--- src/rtl/jtcontra_pkg.sv ---
// Shared definitions for the Contra video ROM slots: FSM encoding and
// per-game SDRAM base addresses for the object ROM region.
package jtcontra_pkg;

  typedef enum logic [1:0] {
    IDLE = 2'd0,
    REQ  = 2'd1,
    WAIT = 2'd2
  } obj_state_t;

  localparam logic [21:0] OBJ_OFFSET        = 22'h0;
  localparam logic [21:0] CONTRA_OBJ_OFFSET = 22'h10000;

endpackage

--- src/rtl/jtcontra_obj_rom_slot.sv ---
// Object ROM responder for the 007121 sprite engine: serves 16-bit words
// out of a single 32-bit line refilled from SDRAM one even/odd pair at a time.
module jtcontra_obj_rom_slot
  import jtcontra_pkg::*;
#(
  parameter int              AW     = 18,
  parameter int              SDW    = 22,
  parameter logic [SDW-1:0]  OFFSET = SDW'(OBJ_OFFSET)
) (
  input  logic           clk,
  input  logic           rst,
  input  logic           downloading,
  input  logic           rom_cs,
  input  logic [AW-1:0]  rom_addr,
  output logic           rom_ok,
  output logic [15:0]    rom_data,
  output logic           sdram_req,
  output logic [SDW-1:0] sdram_addr,
  input  logic           sdram_ack,
  input  logic           data_rdy,
  input  logic [31:0]    sdram_din
);

  obj_state_t     state;
  logic [31:0]    line;
  logic [AW-2:0]  tag;
  logic [AW-2:0]  req_tag;
  logic           valid;
  logic           hit;
  logic [SDW-1:0] even_addr;

  assign hit       = valid & (tag == rom_addr[AW-1:1]);
  assign rom_ok    = rom_cs & hit & ~downloading;
  assign rom_data  = rom_addr[0] ? line[31:16] : line[15:0];
  assign even_addr = SDW'({rom_addr[AW-1:1], 1'b0});

  // A fill always lands in the line, even if the client moved on; valid is
  // withheld while a download may be rewriting the ROM underneath us.
  always_ff @(posedge clk or posedge rst) begin
    if (rst) begin
      state      <= IDLE;
      sdram_req  <= 1'b0;
      sdram_addr <= '0;
      line       <= '0;
      tag        <= '0;
      req_tag    <= '0;
      valid      <= 1'b0;
    end else begin
      if (downloading) valid <= 1'b0;
      case (state)
        IDLE: begin
          if (rom_cs && !hit && !downloading) begin
            req_tag    <= rom_addr[AW-1:1];
            sdram_addr <= OFFSET + even_addr;
            sdram_req  <= 1'b1;
            state      <= REQ;
          end
        end
        REQ: begin
          if (sdram_ack) begin
            sdram_req <= 1'b0;
            if (data_rdy) begin
              line  <= sdram_din;
              tag   <= req_tag;
              valid <= ~downloading;
              state <= IDLE;
            end else begin
              state <= WAIT;
            end
          end
        end
        WAIT: begin
          if (data_rdy) begin
            line  <= sdram_din;
            tag   <= req_tag;
            valid <= ~downloading;
            state <= IDLE;
          end
        end
        default: state <= IDLE;
      endcase
    end
  end

endmodule
--- config.mk ---
export PLATFORM = sky130hd
export DESIGN_NAME = jtcontra_obj_rom_slot
export DESIGN_NICKNAME = d
export VERILOG_FILES = /design/src/rtl/jtcontra_pkg.sv /design/src/rtl/jtcontra_obj_rom_slot.sv
export SDC_FILE = /design/constraint.sdc
export NUM_CORES = 1
export LEC_CHECK = 0
export ABC_AREA = 1
export CAP_MARGIN = 30
export CELL_PAD_IN_SITES_DETAIL_PLACEMENT = 0
export CELL_PAD_IN_SITES_GLOBAL_PLACEMENT = 1
export CORE_MARGIN = 10
export CORE_UTILIZATION = 37
export CTS_CLUSTER_DIAMETER = 80
export CTS_CLUSTER_SIZE = 8
export DETAILED_ROUTE_END_ITERATION = 10
export PLACE_DENSITY_LB_ADDON = 0.1
export SYNTH_ARGS = -nofsm -noshare
export SYNTH_HDL_FRONTEND = slang
export SYNTH_SLANG_ARGS = --single-unit
--- constraint.sdc ---
create_clock -name clk -period 5.5 [get_ports clk]
set_input_delay 1.1 -clock clk [delete_from_list [all_inputs] [get_ports clk]]
set_output_delay 1.1 -clock clk [all_outputs]
set_load 0.1 [all_outputs]
== Yosys cells after proc, flatten, opt, wreduce, memory -nomap -nowiden ==
Cells that the tools add are included.
Operators by class
  reduce and logical (&&, ||, !) cells: 11
  bitwise gates (word level): 4
  equal/unequal tests: 6
  multiplexer cells: 19
Operators with widths (count)
  $mux W32: 2
  $pmux W32 S2: 1
  $mux W17: 2
  $pmux W17 S2: 1
  $eq A17 B17 Y1: 1
  $mux W16: 1
  $mux W2: 4
  $ne A2 B2 Y1 const B: 3
  $pmux W2 S3: 1
  $reduce_and A3 Y1: 2
  $mux W1: 5
  $pmux W1 S2: 2
  $reduce_and A2 Y1: 2
  $reduce_bool A2 Y1: 2
  $and A1 B1 Y1: 3
  $eq A2 B1 Y1 const B: 1
  $eq A2 B2 Y1 const B: 1
  $logic_and A1 B1 Y1: 2
  $logic_not A1 Y1: 2
  $logic_not A2 Y1: 1
  $not A1 Y1: 1
Word-level totals
  logic and storage cells: 46
  register bits after elaboration: 70
  bits of input ports: 56
  output and inout port bits: 40

== Logic depth before layout (Yosys ltp) ==
Gate-level depths: netlist of the first run.
  word-level depth: 7
  gate-level depth with buffers: 12
  gate-level depth less buffers: 12

== Worst setup path before layout of the first run ==
Ideal clock, no wire load.
  path type: input to output
  start point: input rom_addr[13]
  end point: output rom_ok
  cell stages on the path: 7
  data arrival time: 3.547 ns
  slack: 0.853 ns
  cell sequence: nor2_1 nor2_1 nor2_1 nand2_1 nor2_1 nand3_1 nor3_1
On the way
  longest elaborated chain between the ends: 4
Ends and longest elaborated chain
  start: declaration: RTL line jtcontra_obj_rom_slot.sv:14  | input logic [AW-1:0] rom_addr,
  $eq A17 B17 Y1: RTL line jtcontra_obj_rom_slot.sv:32  | assign hit = valid & (tag == rom_addr[AW-1:1]);
  $and A1 B1 Y1: RTL line jtcontra_obj_rom_slot.sv:32
  $and A1 B1 Y1 (2 in a row): RTL line jtcontra_obj_rom_slot.sv:33  | assign rom_ok = rom_cs & hit & ~downloading;
  end: declaration: RTL line jtcontra_obj_rom_slot.sv:15  | output logic rom_ok,
No other way between the ends.

== Final worst setup path of the first run ==
  start point: input rom_addr[0]
  end point: output rom_data[8]
On the way
  longest elaborated chain between the ends: 1
Ends and longest elaborated chain
  $mux W16: RTL line jtcontra_obj_rom_slot.sv:34  | assign rom_data = rom_addr[0] ? line[31:16] : line[15:0];
  end: declaration: RTL line jtcontra_obj_rom_slot.sv:16  | output logic [15:0] rom_data,
No other way between the ends.

==> results.py, run 1 <==
metrics = {
    "finish": {
        "layout_common_cells": "nand2_1 (96), clkdlybuf4s50_1 (73), dfrtp_1 (70)",
        "final_cells": 584,
        "n_antenna_cell": 0,
        "final_common_cell": "nand2_1",
        "fin_nets": 532,
        "layout-drive-gt1-share_pct": 10.9,
        "area_growth_pct": 32.9,
        "n_fill_cell": 862,
    },
    "clock_network": {
        "path_clk_slew_ps": 70,
        "root_buffer": "clkbuf_8",
        "clock-sinks": 70,
        "cts_buffers": 9,
        "cts_setup_buffers": 0,
        "cts_tree": "yes",
        "ctsLongestPathBuffers": 2,
        "htreeDepth": 3,
        "ctsResizeCount": 0,
        "ctsHoldBuffers": 0,
        "clk_latency_ps": 330,
    },
    "place": {
        "gp_congestion": 0.716,
        "dp_slack_ps": 1570,
        "dp_cells": 570,
        "numPortBuffers": 90,
        "dpl.hpwl_um": 5630,
    },
    "global_routing": {
        "grt_pass1_vias": 2567,
        "grt_antenna_before_repair": 0,
        "grt_overflow": 0,
        "grt_first_pass_wirelength_um": 12600,
        "grtUsageTotal_pct": 11.9,
        "grt_max_degree": 61,
    },
    "route": {
        "wl_per_cell_um": 13.1,
        "first_iter_violations": 83,
        "dr_total_vias": 2539,
        "remaining_drc_errors": 0,
        "drtPass1Iterations": 4,
        "drt-vias-per-instance": 4.35,
        "ant_nets": 0,
        "routed_wl_um": 7660,
    },
    "run": {
        "drv_cap": 0,
    },
    "sta": {
        "fin_worst_skew_ps": 5.34,
        "timing.final.crit_share_pct": 70.7,
        "tightestPinTransition_ps": 1020,
        "rsz0062_at_grt": "no",
        "relSlewSlack_pct": 32.1,
        "setup_viol": 0,
        "drv_slew": 0,
        "max_freq_mhz": 257,
        "tns_ps": 0,
        "setup_slack_ps": 1610,
        "hold_violations": 0,
        "fin_crit_ps": 3890,
    },
    "floorplan": {
        "start_util_pct": 38.1,
        "io_pins": 96,
        "die_h_um": 115,
        "dieArea_sq_um": 13200,
        "rows": 34,
        "die_w_um": 115,
        "coreArea_sq_um": 8720,
    },
    "pwr": {
        "p_leak_uw": 0.00219,
        "max-vdd-ir-drop_mv": 0.376,
        "design_power_total_uw": 2930,
        "powerDensity_nw_per_um2": 665,
    },
    "critical_path": {
        "start_kind": "input pin",
        "arrival_ps": 2790,
        "worstRegToRegCells": 7,
        "crit_type": "in -> out",
        "cp-end-kind": "output pin",
        "cp.required_ps": 4400,
        "cp_max_fo": 32,
        "r2r-end": "line[18]",
        "ff2ff_setup_slack_ps": 3460,
        "rr_startpoint": "state[1]",
    },
    "yosys": {
        "synth_area_leaders": "dfrtp_1 (53%), nand2_1 (11%), o21ai_0 (7.7%)",
        "synth_cell_types": 24,
        "yosysTopAreaCell": "dfrtp_1",
        "synth_top_family_by_area": "simple AND/OR/NAND/NOR gates",
        "muxShareOfSynthArea_pct": 6.90,
        "synth_compound_area_share_pct": 11.0,
        "synth_top_cell_area_share_pct": 52.8,
        "syn_area_per_cell_sq_um": 8.60,
        "synth_xor_area_share_pct": 1.06,
        "synth_seq_cells": 70,
        "synth_cells": 386,
        "seq_area_frac_synth_pct": 52.8,
        "synth_simple_gate_area_share_pct": 16.1,
        "ys_warn_count": 0,
        "yosys.area_share.adder_pct": 1.13,
        "syn_area_sq_um": 3320,
    },
    "min_path": {
        "hold_depth": 2,
        "holdPathEnd": "sdram_req",
        "min_from": "sdram_req",
        "hp-class": "reg -> reg",
    },
    "outcome": {
        "outcome": "finished, final reports clean",
    },
}
-- synth_stat cells --
cell type / instances
inv_2: 1
dfrtp_1: 70
nand3_1: 3
o21ai_1: 1
nor3_1: 2
xnor2_1: 4
conb_1: 1
o21ai_0: 51
nor2_4: 1
inv_1: 62
buf_6: 4
mux2_2: 3
a2111oi_0: 1
a21oi_1: 18
clkbuf_1: 8
nand2_1: 96
or3b_1: 1
nor2_1: 34
mux2_4: 13
buf_2: 2
ha_1: 3
o22ai_1: 1
clkbuf_2: 1
buf_4: 5
-- worst max-delay path by stage --
| stage | from | depth (start not counted) | to |
|---|---|---|---|
| after detailed placement | rom_addr[0] | 4 | rom_data[8] |
| final | rom_addr[0] | 4 | rom_data[8] |
| after global routing | rom_addr[0] | 4 | rom_data[1] |
| after floorplan | rom_addr[13] | 7 | rom_ok |
| after CTS | rom_addr[0] | 4 | rom_data[8] |
| after global placement | rom_addr[0] | 4 | rom_data[6] |
-- registers in the layout, summed over array words and instances, names as in the netlist --
name / cells
line: 32
req_tag: 17
tag: 17
state: 2
sdram_req: 1
valid: 1
-- cells by family after synthesis --
| logic type | after synthesis |
|---|---|
| XOR/XNOR | 4 |
| other | 1 |
| adder cells (fa/ha/maj) | 3 |
| AO/OA/AOI/OAI | 72 |
| multiplexers | 16 |
| buffers and inverters | 83 |
| flip-flops | 70 |
| AND/OR/NAND/NOR | 137 |
-- report_power, final --
| part | total [uW] | internal, uW | switching (uW) |
|---|---|---|---|
| clock | 374 | 195 | 178 |
| sequential | 876 | 756 | 121 |
| combinational | 1680 | 471 | 1210 |
| total | 2930 | 1420 | 1510 |
-- stage by stage --
stage          utilization [%]  hold WS [ps]  area [sq um]
2_1_floorplan                -           467          3330
3_3_place_gp              48.3           471          4210
3_5_place_dp              48.6           474          4240
4_1_cts                   50.6           493          4410
5_1_grt                   50.6           520          4410
6_report                  50.6           482          4410
-- layer usage --
layer	vias to the layer above	share of wire, %	global-route usage (%)
met3	11	8.4	4.98
met1	1120	46	14.5
met4	0	1.2	4.46
li1	1346	-	-
met2	62	45	18.4
met5	-	0	0
-- final cells by class --
class,instances,area (sq um),area share (%)
Sequential cell,70,1750,39.7
Multi-Input combinational cell,237,1220,27.7
Timing Repair Buffer,92,893,20.2
Inverter,63,236,5.36
Clock buffer,13,169,3.83
Tap cell,108,135,3.06
Clock inverter,1,5.00,0.113
-- critical path, cell delays in order --
cell             delay, ps
clkdlybuf4s50_1       1080
nand2_1                120
o21ai_0                130
buf_4                  340
(Power assumes the default switching activity.)
==> run 2: changes to the inputs <==
CORE_UTILIZATION = 35   (was 37)
clock period = 3.8 ns   (was 5.5 ns; I/O delays follow)
==> run 2 against run 1 <==
Non-clock buffer count grew 4. Highest routed layer unchanged. Register-to-register slack lost 1800 ps. Largest cell class unchanged. Hold slack gained 3.1 ps. Die area grew 4.7%. Largest power group unchanged. Sequential share of layout area shrank 2.9 points. Cell count grew 4.6%. Flip-flop and latch count is the same.
==> results.py, run 2 (synthesis results as in run 1) <==
metrics = {
    "outcome": {
        "outcome": "finished, final reports clean",
    },
    "finish": {
        "top_regs": "line x32, req_tag x17, tag x17",
        "layout-drive-gt1-share_pct": 12.4,
        "largest_reg_flops": 32,
        "n_fill_cell": 898,
        "final_cell_area_sq_um": 4760,
        "final_cells": 611,
        "final_common_cell": "nand2_1",
        "n_antenna_cell": 0,
        "top_register": "line",
        "layout_common_cells": "nand2_1 (96), clkdlybuf4s50_1 (73), dfrtp_1 (70)",
        "fin_nets": 536,
        "area_growth_pct": 43.3,
    },
    "route": {
        "remaining_drc_errors": 0,
        "ant_nets": 0,
        "routed_wl_um": 7740,
        "first_iter_violations": 132,
        "drt-vias-per-instance": 4.20,
        "wl_per_cell_um": 12.7,
        "dr_total_vias": 2565,
        "drtPass1Iterations": 4,
    },
    "sta": {
        "rsz0062_at_grt": "no",
        "fin_worst_skew_ps": 9.21,
        "relSlewSlack_pct": 31.7,
        "max_freq_mhz": 330,
        "timing.final.crit_share_pct": 79.7,
        "setup_viol": 0,
        "tns_ps": 0,
        "hold_violations": 0,
        "tightestPinTransition_ps": 1020,
        "drv_slew": 0,
        "fin_crit_ps": 3030,
    },
    "clock_network": {
        "ctsResizeCount": 0,
        "root_buffer": "clkbuf_8",
        "clk_latency_ps": 330,
        "ctsLongestPathBuffers": 2,
        "clock-sinks": 70,
        "ctsHoldBuffers": 0,
        "cts_setup_buffers": 0,
        "cts_tree": "yes",
        "htreeDepth": 3,
        "path_clk_slew_ps": 80,
        "cts_buffers": 9,
    },
    "floorplan": {
        "io_pins": 96,
        "die_w_um": 117,
        "die_h_um": 117,
        "dieArea_sq_um": 13800,
        "start_util_pct": 35.9,
        "rows": 35,
        "coreArea_sq_um": 9240,
    },
    "global_routing": {
        "grt_first_pass_wirelength_um": 13400,
        "grtUsageTotal_pct": 11.7,
        "grt_max_degree": 71,
        "grt_overflow": 0,
        "grt_pass1_vias": 2722,
        "grt_antenna_before_repair": 0,
    },
    "critical_path": {
        "arrival_ps": 2270,
        "cp-end-kind": "output pin",
        "start_kind": "input pin",
        "worstRegToRegCells": 7,
        "cp_max_fo": 3,
        "crit_type": "in -> out",
        "cp.required_ps": 3040,
    },
    "pwr": {
        "p_leak_uw": 0.00231,
        "max-vdd-ir-drop_mv": 0.425,
        "design_power_total_uw": 4620,
        "powerDensity_nw_per_um2": 971,
    },
    "place": {
        "gp_congestion": 0.713,
        "dp_cells": 595,
        "dpl.hpwl_um": 5560,
        "dpl_cell_area_sq_um": 4520,
        "numPortBuffers": 90,
    },
    "min_path": {
        "hp-class": "reg -> reg",
        "hold_depth": 2,
    },
    "run": {
        "drv_cap": 0,
    },
}
-- run 2: cell types whose count changed in the layout (fill, tap and decap cells not counted), sizes merged --
cell	delta
buf	+4
bufinv	+2
clkbuf	-2
clkinv	+1
clkinvlp	+1
-- run 2: final timing paths --
path,from,endpoint,slack (ps)
setup / recovery,rom_addr[14],rom_ok,770
hold / removal,sdram_req,sdram_req,490
setup reg to reg,state[1],line[20],1680
hold reg to reg,sdram_req,sdram_req,490
max in group asynchronous,rst,line[20],2650
min in group asynchronous,rst,req_tag[10],800
-- run 2: cell type report --
type	count	area [sq um]	area share, %
timing repair buffer	96	1150	24.1
multi-input combinational	237	1230	25.8
tap	129	161	3.39
inverter	63	236	4.97
clock buffer	11	151	3.18
clock inverter	5	81.3	1.71
sequential	70	1750	36.8
-- run 2: critical path, cell delays in order --
cell and delay [ps]:
clkdlybuf4s50_1 510, inv_1 50, nand2_1 50, o21ai_0 80, nor2_1 110, nand2_1 80, nor2_1 100, nand3_1 120
nor3_2 190, buf_12 210
-- run 2: routing by layer --
layer | GRT usage, % | vias up | share of wire, %
met5 | 0 | - | 0
met1 | 14.8 | 1132 | 47
met2 | 17.3 | 69 | 43
met4 | 3.99 | 0 | 1.1
met3 | 4.84 | 6 | 8.0
li1 | - | 1358 | -
-- run 2: metrics by stage --
| stage | util (%) | hold slack [ps] | setup slack [ps] |
|---|---|---|---|
| CTS | 51.5 | 484 | 730 |
| global route | 51.5 | 524 | 629 |
| detailed placement | 49.0 | 471 | 738 |
| finish | 51.5 | 485 | 771 |
| floorplan | - | 467 | -27.9 |
| global placement | 48.7 | 469 | 736 |
-- run 2: power breakdown --
part	leakage [uW]	internal (uW)	total (uW)	switching (uW)
sequential	0.000840	1090	1270	173
clock	0.000116	406	693	287
combinational	0.00136	868	2660	1790
